### src/rtl/cpu_ctrl.sv
// Instruction-sequencing controller for the Lab 6 CPU: a Moore FSM that walks the
// register-file/ALU datapath through read, execute and write-back for each captured instruction.
module cpu_ctrl (
    input  logic       clk,
    input  logic       reset,
    input  logic       s,
    input  logic [2:0] opcode,
    input  logic [1:0] op,
    output logic       w,
    output logic [2:0] nsel,
    output logic       loada,
    output logic       loadb,
    output logic       loadc,
    output logic       loads,
    output logic       asel,
    output logic       bsel,
    output logic [1:0] vsel,
    output logic       write,
    output logic       err
);

    typedef enum logic [2:0] {
        S_WAIT      = 3'd0,
        S_DECODE    = 3'd1,
        S_GET_A     = 3'd2,
        S_GET_B     = 3'd3,
        S_EXEC      = 3'd4,
        S_WRITE_REG = 3'd5,
        S_WRITE_IMM = 3'd6
    } state_e;

    localparam logic [4:0] INS_MOV_IMM = 5'b110_10;
    localparam logic [4:0] INS_MOV_REG = 5'b110_00;
    localparam logic [4:0] INS_ADD     = 5'b101_00;
    localparam logic [4:0] INS_CMP     = 5'b101_01;
    localparam logic [4:0] INS_AND     = 5'b101_10;
    localparam logic [4:0] INS_MVN     = 5'b101_11;

    state_e     state_q, state_d;
    logic [4:0] ins_q, ins_d;
    logic       err_q, err_d;

    // State, captured instruction class and sticky error flag.
    always_ff @(posedge clk or posedge reset) begin
        if (reset) begin
            state_q <= S_WAIT;
            ins_q   <= 5'b00000;
            err_q   <= 1'b0;
        end else begin
            state_q <= state_d;
            ins_q   <= ins_d;
            err_q   <= err_d;
        end
    end

    // Next-state logic; the instruction is only latched on the WAIT edge that sees s.
    always_comb begin
        state_d = state_q;
        ins_d   = ins_q;
        err_d   = err_q;
        case (state_q)
            S_WAIT: begin
                if (s) begin
                    state_d = S_DECODE;
                    ins_d   = {opcode, op};
                    err_d   = 1'b0;
                end else begin
                    state_d = S_WAIT;
                end
            end
            S_DECODE: begin
                case (ins_q)
                    INS_MOV_IMM:                 state_d = S_WRITE_IMM;
                    INS_MOV_REG, INS_MVN:        state_d = S_GET_B;
                    INS_ADD, INS_CMP, INS_AND:   state_d = S_GET_A;
                    default: begin
                        state_d = S_WAIT;
                        err_d   = 1'b1;
                    end
                endcase
            end
            S_GET_A: state_d = S_GET_B;
            S_GET_B: state_d = S_EXEC;
            S_EXEC: begin
                if (ins_q == INS_CMP) begin
                    state_d = S_WAIT;
                end else begin
                    state_d = S_WRITE_REG;
                end
            end
            S_WRITE_REG: state_d = S_WAIT;
            S_WRITE_IMM: state_d = S_WAIT;
            default:     state_d = S_WAIT;
        endcase
    end

    // Moore outputs decoded from the current state and captured class.
    always_comb begin
        w     = 1'b0;
        nsel  = 3'b000;
        loada = 1'b0;
        loadb = 1'b0;
        loadc = 1'b0;
        loads = 1'b0;
        asel  = 1'b0;
        bsel  = 1'b0;
        vsel  = 2'b00;
        write = 1'b0;
        case (state_q)
            S_WAIT: w = 1'b1;
            S_DECODE: begin
                w = 1'b0;
            end
            S_GET_A: begin
                nsel  = 3'b001;
                loada = 1'b1;
            end
            S_GET_B: begin
                nsel  = 3'b100;
                loadb = 1'b1;
            end
            S_EXEC: begin
                asel = (ins_q == INS_MOV_REG) || (ins_q == INS_MVN);
                if (ins_q == INS_CMP) begin
                    loads = 1'b1;
                end else begin
                    loadc = 1'b1;
                end
            end
            S_WRITE_REG: begin
                nsel  = 3'b010;
                vsel  = 2'b00;
                write = 1'b1;
            end
            S_WRITE_IMM: begin
                nsel  = 3'b001;
                vsel  = 2'b01;
                write = 1'b1;
            end
            default: w = 1'b0;
        endcase
    end

    assign err = err_q;

endmodule

### config.mk
export PLATFORM = sky130hd
export DESIGN_NAME = cpu_ctrl
export DESIGN_NICKNAME = d
export VERILOG_FILES = /design/src/rtl/cpu_ctrl.sv
export SDC_FILE = /design/constraint.sdc
export NUM_CORES = 1
export LEC_CHECK = 0
export BUFFER_PORTS_ARGS = -buffer_cell sky130_fd_sc_hd__buf_2
export CORE_AREA = 2 2 39 41
export CTS_CLUSTER_SIZE = 8
export DETAILED_ROUTE_END_ITERATION = 10
export DIE_AREA = 0 0 41 43
export PLACE_DENSITY_LB_ADDON = 0.05
export SLEW_MARGIN = 20
export SYNTH_ARGS = -nofsm -noshare
export SYNTH_HDL_FRONTEND = slang
export SYNTH_SLANG_ARGS = --single-unit
### constraint.sdc
create_clock -name clk -period 2.6 [get_ports clk]
set_input_delay 0.13 -clock clk [delete_from_list [all_inputs] [get_ports clk]]
set_output_delay 0.13 -clock clk [all_outputs]
set_load 0.1 [all_outputs]
## Word-level counts from Yosys, hierarchy flattened

Index checks and enable logic that the tools add are counted.

| word-level totals | value |
|---|---|
| register bits after elaboration | 9 |
| input bits | 8 |
| output and inout bits | 14 |
| word-level logic and storage cells | 45 |

| cells by class | value |
|---|---|
| eq/ne operators | 14 |
| muxes and demuxes | 18 |
| reduce and logical (&&, ||, !) cells | 10 |

Operators by type and width:

| cell | count |
|---|---|
| equality test 5 bit (second input constant) | 6 |
| case mux 3 bit (3 select lines) | 2 |
| case mux 3 bit (5 select lines) | 1 |
| two-way mux 1 bit | 13 |
| equality test 3 bit (second input constant) | 3 |
| equality test 3 x 2 -> 1 bit (second input constant) | 2 |
| OR reduction 2 bit | 3 |
| OR reduction 6 bit | 1 |
| != test 2 bit (second input constant) | 2 |
| equality test 3 x 1 -> 1 bit (second input constant) | 1 |
| logical NOT 3 bit | 1 |
| two-way mux 3 bit | 1 |
| AND reduction 3 bit | 1 |
| OR reduction 3 bit | 1 |
| case mux 1 bit (2 select lines) | 1 |
| AND reduction 2 bit | 1 |
| nonzero test 2 bit | 1 |
| logical OR 1 bit | 1 |

## Depth between registers and ports, before layout

Gate-level depths: netlist of run 1.

| depth | value |
|---|---|
| depth in word-level cells | 4 |
| mapped depth | 4 |
| depth with buffers taken out | 3 |

## Worst setup path before layout of run 1

OpenSTA, ideal clock, no wires.

| timing path | value |
|---|---|
| kind | flip-flop to flip-flop |
| start point | reg state_q[0] |
| end point | reg ins_q[0] |
| setup time | 125 ps |
| arrival | 2394 ps |
| data required time | 2475 ps |
| path slack | 81 ps |
| cell stages (with the launch flop) | 5 |
| buffers on the path | 1 |
| period minus slack after synthesis | 2519 ps |
| cell sequence | dfrtp_1 nor3_2 and2_1 buf_6 mux2_4 |

| on the way | value |
|---|---|
| word-level cells in the longest chain between the ends | 2 |

RTL lines:

| item | line | text |
|---|---|---|
| from (decl) | 39 | `state_e state_q, state_d;` |
| from (signal assigned) | 50 | `state_q <= state_d;` |
| logical NOT 3 bit | 61 | `case (state_q)` |
| AND reduction 2 bit (no source line) | -- |  |
| to (signal assigned) | 51 | `ins_q <= ins_d;` |
| to (decl) | 40 | `logic [4:0] ins_q, ins_d;` |

Every way passes these cells.
A chain may end at the register's enable or synchronous reset.

## Worst setup path after layout of run 1

| timing path | value |
|---|---|
| start point | reg state_q[2] |
| end point | out asel |

| on the way | value |
|---|---|
| word-level cells in the longest chain between the ends | 2 |

RTL lines:

| item | line | text |
|---|---|---|
| equality test 3 bit | 109 | `case (state_q)` |
| two-way mux 1 bit | 109 |  |
| to (decl) | 15 | `output logic asel,` |

Every way passes these cells.

==> summary.txt, run 1 <==
Run status
  – Outcome: finished clean

Critical path
  – Crit path required time: 2470 ps
  – Reg2reg path depth: 3
  – Worst reg-to-reg setup slack: 1070 ps
  – Type of origin of the critical path: flop
  – RR Endpoint: ins_q[4]
  – Crit end category: output port
  – Crit-path slowest cell: dfrtp_1
  – WP data arrival: 1810 ps
  – WS Path Type: flop to output port
  – Worst r2r src: state_q[0]
  – CP Max Fanout: 7
  – CP peak stage delay: 480 ps
  – CP Cell Sequence: inv_1, or3_1, nor2_1, buf_2

Cells and area
  – ANT cells: 0
  – Fill count: 140
  – Commonest non-fill, non-tap cells in the layout: 19 x buf_2, 9 x dfrtp_1, 7 x nor2_1
  – Commonest non-fill, non-tap cell in the layout: buf_2
  – Fin util: 49.1%
  – Non-filler cells in the finished layout: 94
  – Area grow syn2layout: 21.7%
  – Design area: 679 um^2
  – Nets@finish: 87
  – Share of layout cells above drive strength 1: 39.7%

Placed design
  – Placed cells: 89
  – PortBufs: 19
  – GPL Wtd Cong: 0.730
  – DP Area: 643 um^2
  – DP Wirelength: 836 um
  – Post-Place Setup Slack: 951 ps

GRT
  – First-pass GRT wire length: 1660 um
  – Total gr overflow: 0
  – Largest net degree at the start of global routing: 10
  – Total GRT Usage: 14.4%
  – Initial antenna violation count: 0
  – Vias in the first global route: 376

Power
  – Register share of total power: 30.8%
  – Total power: 0.930 mW
  – Cell Pwr Density: 1370 nW/um^2
  – Psw: 0.499 mW
  – Pint: 0.431 mW
  – Leakage: 0.355 nW
  – Combinational share of power: 58.1%
  – Switching part of the total: 53.7%
  – Worst ir drop on vdd: 0.000688 V
  – Clock power frac: 11.1%

Worst hold path
  – Worst min-delay path category: input port to flop
  – WHS Path Cells: 2
  – WHS Endpoint: ins_q[0]
  – Hold_sp: op[0]

Clock network
  – H-tree Lvls: 1
  – Maximum clock path buffer count: 2
  – Reg clk slew, reported paths: 60 ps
  – Post-cts resize count: 0
  – Buffer count from post-CTS setup fixing: 0
  – Clock Latency Late Sink: 250 ps
  – TritonCTS clock tree: built
  – Sinks on Clock Net: 9
  – Hold_buf cts: 1
  – TritonCTS Buffers: 3
  – CTS root buffer: clkbuf_4

Synth
  – Synth cell types: 27
  – Mapped Area: 558 um^2
  – YS warnings: 0
  – Syn_area_per_cell: 9.79 um^2
  – #FFs+latches synth: 9
  – Cells after Synth: 57
  – Sequential element share of the synthesized area: 40.4%

Route
  – 1st-pass router iterations: 4
  – Drt initial violations: 6
  – Wire length on met1: 507 um
  – DRC violations left: 0
  – DR WL/cell: 11.5 um
  – Routed Antenna Nets: 0
  – Vias per std cell: 4.81
  – Max Used Layer: met3
  – Metal3 WL: 73 um
  – WL met2: 496 um
  – Total number of vias: 452
  – WL final: 1080 um

Timing
  – Setup Viol. Count Final: 0
  – Fin crit period: 1940 ps
  – Fin crit share: 74.6%
  – Setup TNS: 0 ps
  – Max Clock Freq: 0.516 GHz
  – Final Hold Viols: 0
  – Max-slew violation count: 0
  – Post-Route Skew: 0.162 ps
  – RSZ-0062 raised after global routing: false
  – Final worst setup slack: 660 ps
  – Hold WS: 104 ps

Flow run
  – MaxCap Viol Count: 0

Die
  – Row count: 14
  – Ports: 22
  – Die area: 1760 um^2
  – Die height: 43 um
  – Starting Density: 40.3%
  – Core ar.: 1380 um^2
  – Die X: 41 um
==> worst max-delay path: cells and delay by family (launching register included) <==
kind,cells,cell delay [ps]
AND/OR/NAND/NOR,2,480
buffers and inverters,2,600
flip-flops,1,480
==> flip-flops by register name, summed over array words and instances, names as in the netlist <==
signal   flops
ins_q        5
state_q      3
err          1
==> synth_stat cells (all sizes together) <==
library cell  count  share of area [%]
buf               4                6.1
and4b             1                1.8
nand2b            2                2.2
a22o              1                1.6
nor4b             1                1.6
nor2              7                4.7
nand3b            1                1.3
inv               4                2.7
dfrtp             9                 40
conb              1               0.67
nor3              1                1.8
o22ai             1                1.1
o211ai            1                1.3
a21oi             1               0.90
or3               1                1.1
a31oi             1                1.1
nand2             2                1.3
o21ai             5                4.5
nor3b             2                2.7
and3              1                1.3
mux2              5                 13
and2              1                1.1
or2b              2                2.9
nor2b             1                1.1
or2               1                1.1
==> routing by layer <==
layer / vias up / GRT usage (%)
met3: 0 / 4.71
met1: 197 / 20.4
met2: 21 / 18.8
met4: 0 / 8.00
li1: 234 / -
met5: - / 0
==> worst max-delay path by stage <==
| stage | from | end | slack [ps] | cells after the start |
|---|---|---|---|---|
| 4_1_cts | state_q[2] | asel | 660 | 4 |
| 3_3_place_gp | state_q[2] | asel | 950 | 4 |
| 5_1_grt | state_q[2] | asel | 570 | 4 |
| 3_5_place_dp | state_q[2] | asel | 950 | 4 |
| 6_report | state_q[2] | asel | 660 | 4 |
| 2_1_floorplan | state_q[0] | ins_q[0] | 80 | 4 |
==> kinds of logic after synthesis <==
logic type             synth area share (%)
and+or+nand+nor                        26.2
DFF                                    40.4
AOI/OAI and AO/OA                      10.5
buffers and inverters                  8.74
other                                 0.672
muxes                                  13.5
==> layout make-up <==
class	instances	area [um^2]	area share [%]
multi-input cells	41	288	42.4
flip-flops and latches	9	225	33.1
repair buffers	20	105	15.5
clock buffers	4	26.3	3.87
well taps	16	20.0	2.95
inverters	4	15.0	2.21
==> power by group through the flow <==
| stage | logic, mW | registers (mW) | clock network, mW |
|---|---|---|---|
| final | 0.540 | 0.286 | 0.104 |
| after global routing | 0.573 | 0.301 | 0.119 |
| after CTS | 0.544 | 0.286 | 0.109 |
| after detailed placement | 0.542 | 0.288 | 0 |
| after global placement | 0.541 | 0.287 | 0 |
| after floorplan | 0.434 | 0.321 | 0 |
Note: power is estimated with default switching activity, not from simulation.
==> inputs of run 2 (changes only) <==
--- a/config.mk
+++ b/config.mk
@@ -6,10 +6,9 @@
 export NUM_CORES = 1
 export LEC_CHECK = 0
 export BUFFER_PORTS_ARGS = -buffer_cell sky130_fd_sc_hd__buf_2
-export CORE_AREA = 2 2 39 41
+export CORE_UTILIZATION = 41
 export CTS_CLUSTER_SIZE = 8
 export DETAILED_ROUTE_END_ITERATION = 10
-export DIE_AREA = 0 0 41 43
 export PLACE_DENSITY_LB_ADDON = 0.05
 export SLEW_MARGIN = 20
 export SYNTH_ARGS = -nofsm -noshare
==> constraint.sdc (replaced) <==
create_clock -name clk -period 1.75 [get_ports clk]
set_input_delay 0.0875 -clock clk [delete_from_list [all_inputs] [get_ports clk]]
set_output_delay 0.0875 -clock clk [all_outputs]
set_load 0.1 [all_outputs]
==> run 2 against run 1 <==
Combinational power is 61% higher. Critical path depth is 1 lower. First-iteration DRC count is 17% lower. Via count is 6.4% higher. Hold slack worse by 37 ps. Flip-flop and latch count stayed put. Routed wire length is 13% higher. Utilization is 15 points higher. Cell count is 2.1% lower. Clock skew is 2.0 ps higher. Largest cell class unchanged. Highest routed layer is now met4.
==> summary.txt, run 2 (same netlist as run 1, synthesis figures left out) <==
Route
  – WL final: 1220 um (was 1080 um)
  – Vias per std cell: 5.23 (was 4.81)
  – Drt initial violations: 5 (was 6)
  – Total number of vias: 481 (was 452)
  – Routed Antenna Nets: 0 (unchanged)
  – DR WL/cell: 13.3 um (was 11.5 um)
  – DRC violations left: 0 (unchanged)
  – 1st-pass router iterations: 4 (unchanged)

Die
  – Core ar.: 1190 um^2 (was 1380 um^2)
  – Row count: 12 (was 14)
  – Die area: 1510 um^2 (was 1760 um^2)
  – Starting Density: 47.0% (was 40.3%)
  – Die X: 38.9 um (was 41 um)
  – Ports: 22 (unchanged)
  – Die height: 38.9 um (was 43 um)

Cells and area
  – Fin util: 64.6% (was 49.1%)
  – Non-filler cells in the finished layout: 92 (was 94)
  – Fill count: 92 (was 140)
  – Commonest non-fill, non-tap cells in the layout: 12 x buf_2, 8 x dfrtp_1, 5 x mux2_4, 5 x clkbuf_4 (was 19 x buf_2, 9 x dfrtp_1, 7 x nor2_1)
  – Number of flip-flops in the largest register: 5 (unchanged)
  – Commonest non-fill, non-tap cell in the layout: buf_2 (unchanged)
  – Area of the multi-input gates: 320 um^2 (was 288 um^2)
  – Biggest register: ins_q (unchanged)
  – Share of layout cells above drive strength 1: 47.4% (was 39.7%)
  – Sequential Area: 226 um^2 (was 225 um^2)
  – Area grow syn2layout: 37.2% (was 21.7%)
  – ANT cells: 0 (unchanged)
  – Nets@finish: 87 (unchanged)

Placed design
  – GPL Wtd Cong: 0.732 (was 0.730)
  – DP Wirelength: 906 um (was 836 um)
  – PortBufs: 19 (unchanged)
  – Placed cells: 87 (was 89)

Clock network
  – Sinks on Clock Net: 9 (unchanged)
  – Maximum clock path buffer count: 2 (unchanged)
  – Reg clk slew, reported paths: 60 ps (about the same)
  – Buffer count from post-CTS setup fixing: 0 (unchanged)
  – H-tree Lvls: 1 (unchanged)
  – TritonCTS Buffers: 3 (unchanged)
  – TritonCTS clock tree: built (unchanged)
  – Clock Latency Late Sink: 250 ps (about the same)
  – CTS root buffer: clkbuf_4 (unchanged)

Timing
  – Setup TNS: 0 ps (unchanged)
  – Fin crit share: 96.6%
  – Max-slew violation count: 0 (unchanged)
  – Post-Route Skew: 2.19 ps (was 0.162 ps)
  – Setup Viol. Count Final: 0 (unchanged)
  – Max Clock Freq: 0.592 GHz
  – Final Hold Viols: 0 (unchanged)
  – Fin crit period: 1690 ps

Critical path
  – Crit end category: output port (unchanged)
  – CP Max Fanout: 8 (was 7)
  – Crit path required time: 1660 ps (was 2470 ps)
  – WP data arrival: 1600 ps (was 1810 ps)
  – Type of origin of the critical path: flop (unchanged)
  – WS Path Type: flop to output port (unchanged)
  – Reg2reg path depth: 3 (unchanged)

GRT
  – Initial antenna violation count: 0 (unchanged)
  – Total gr overflow: 0 (unchanged)
  – Largest net degree at the start of global routing: 10 (unchanged)
  – Vias in the first global route: 423 (was 376)
  – Total GRT Usage: 19.0% (was 14.4%)
  – First-pass GRT wire length: 1880 um (was 1660 um)

Power
  – Worst ir drop on vdd: 0.00120 V (was 0.000688 V)
  – Cell Pwr Density: 1910 nW/um^2 (was 1370 nW/um^2)
  – Leakage: 0.364 nW (was 0.355 nW)

Run status
  – Outcome: finished clean (unchanged)

Worst hold path
  – WHS Path Cells: 2 (unchanged)
  – Worst min-delay path category: input port to flop (unchanged)

Flow run
  – MaxCap Viol Count: 0 (unchanged)
## run 2: per-layer routing
layer	share of wire (%)	GRT usage, %
met1	49	25.9
met2	46	27.9
met3	3.8	5.20
met4	0.65	7.76
met5	0	0
## run 2: per-stage QoR
step / power (mW) / hold WS [ps] / setup WS [ps] / instance area, um^2
5_1_grt: 1.53 / 54.8 / -5.20 / 766
4_1_cts: 1.45 / 56.1 / 41.5 / 756
2_1_floorplan: 1.15 / -84.6 / -399 / 591
3_3_place_gp: 1.27 / 61.4 / 281 / 714
6_report: 1.46 / 66.1 / 59.6 / 766
3_5_place_dp: 1.28 / 63.9 / 272 / 714
## run 2: worst max-delay path: stages (launching register included)
cell     delay (ps)
dfrtp_1         510
or2b_1          330
nor2_2           90
buf_2           420
## run 2: layout make-up
class	count	share of cell area, %
multi-input cells	41	41.8
flip-flops and latches	9	29.6
repair buffers	20	20.9
clock buffers	4	3.43
well taps	14	2.29
inverters	4	1.96
## run 2: path summary, 6_finish.rpt
check	startpoint	end	slack (ps)
setup / recovery	state_q[0]	nsel[1]	60
setup reg to reg	state_q[1]	ins_q[1]	240
hold reg to reg	err	err	540
max in group asynchronous	reset	state_q[2]	1130
min in group asynchronous	reset	err	340
hold / removal	opcode[1]	ins_q[3]	70
## run 2: report_power, final
| part | total (mW) | switching [mW] | internal, mW | leakage (nW) |
|---|---|---|---|---|
| Combinational | 0.869 | 0.589 | 0.280 | 0.241 |
| Sequential | 0.436 | 0.135 | 0.302 | 0.108 |
| Clock | 0.155 | 0.0670 | 0.0875 | 0.0150 |
## run 2: what timing repair did
| item | 4_1_cts | 5_1_grt |
|---|---|---|
| hold buffers | 1 | 0 |
| endpoints found under the setup margin | 2 | 3 |
| gates resized for setup | 2 | 5 |
| hold endpoints to repair | 9 | 0 |
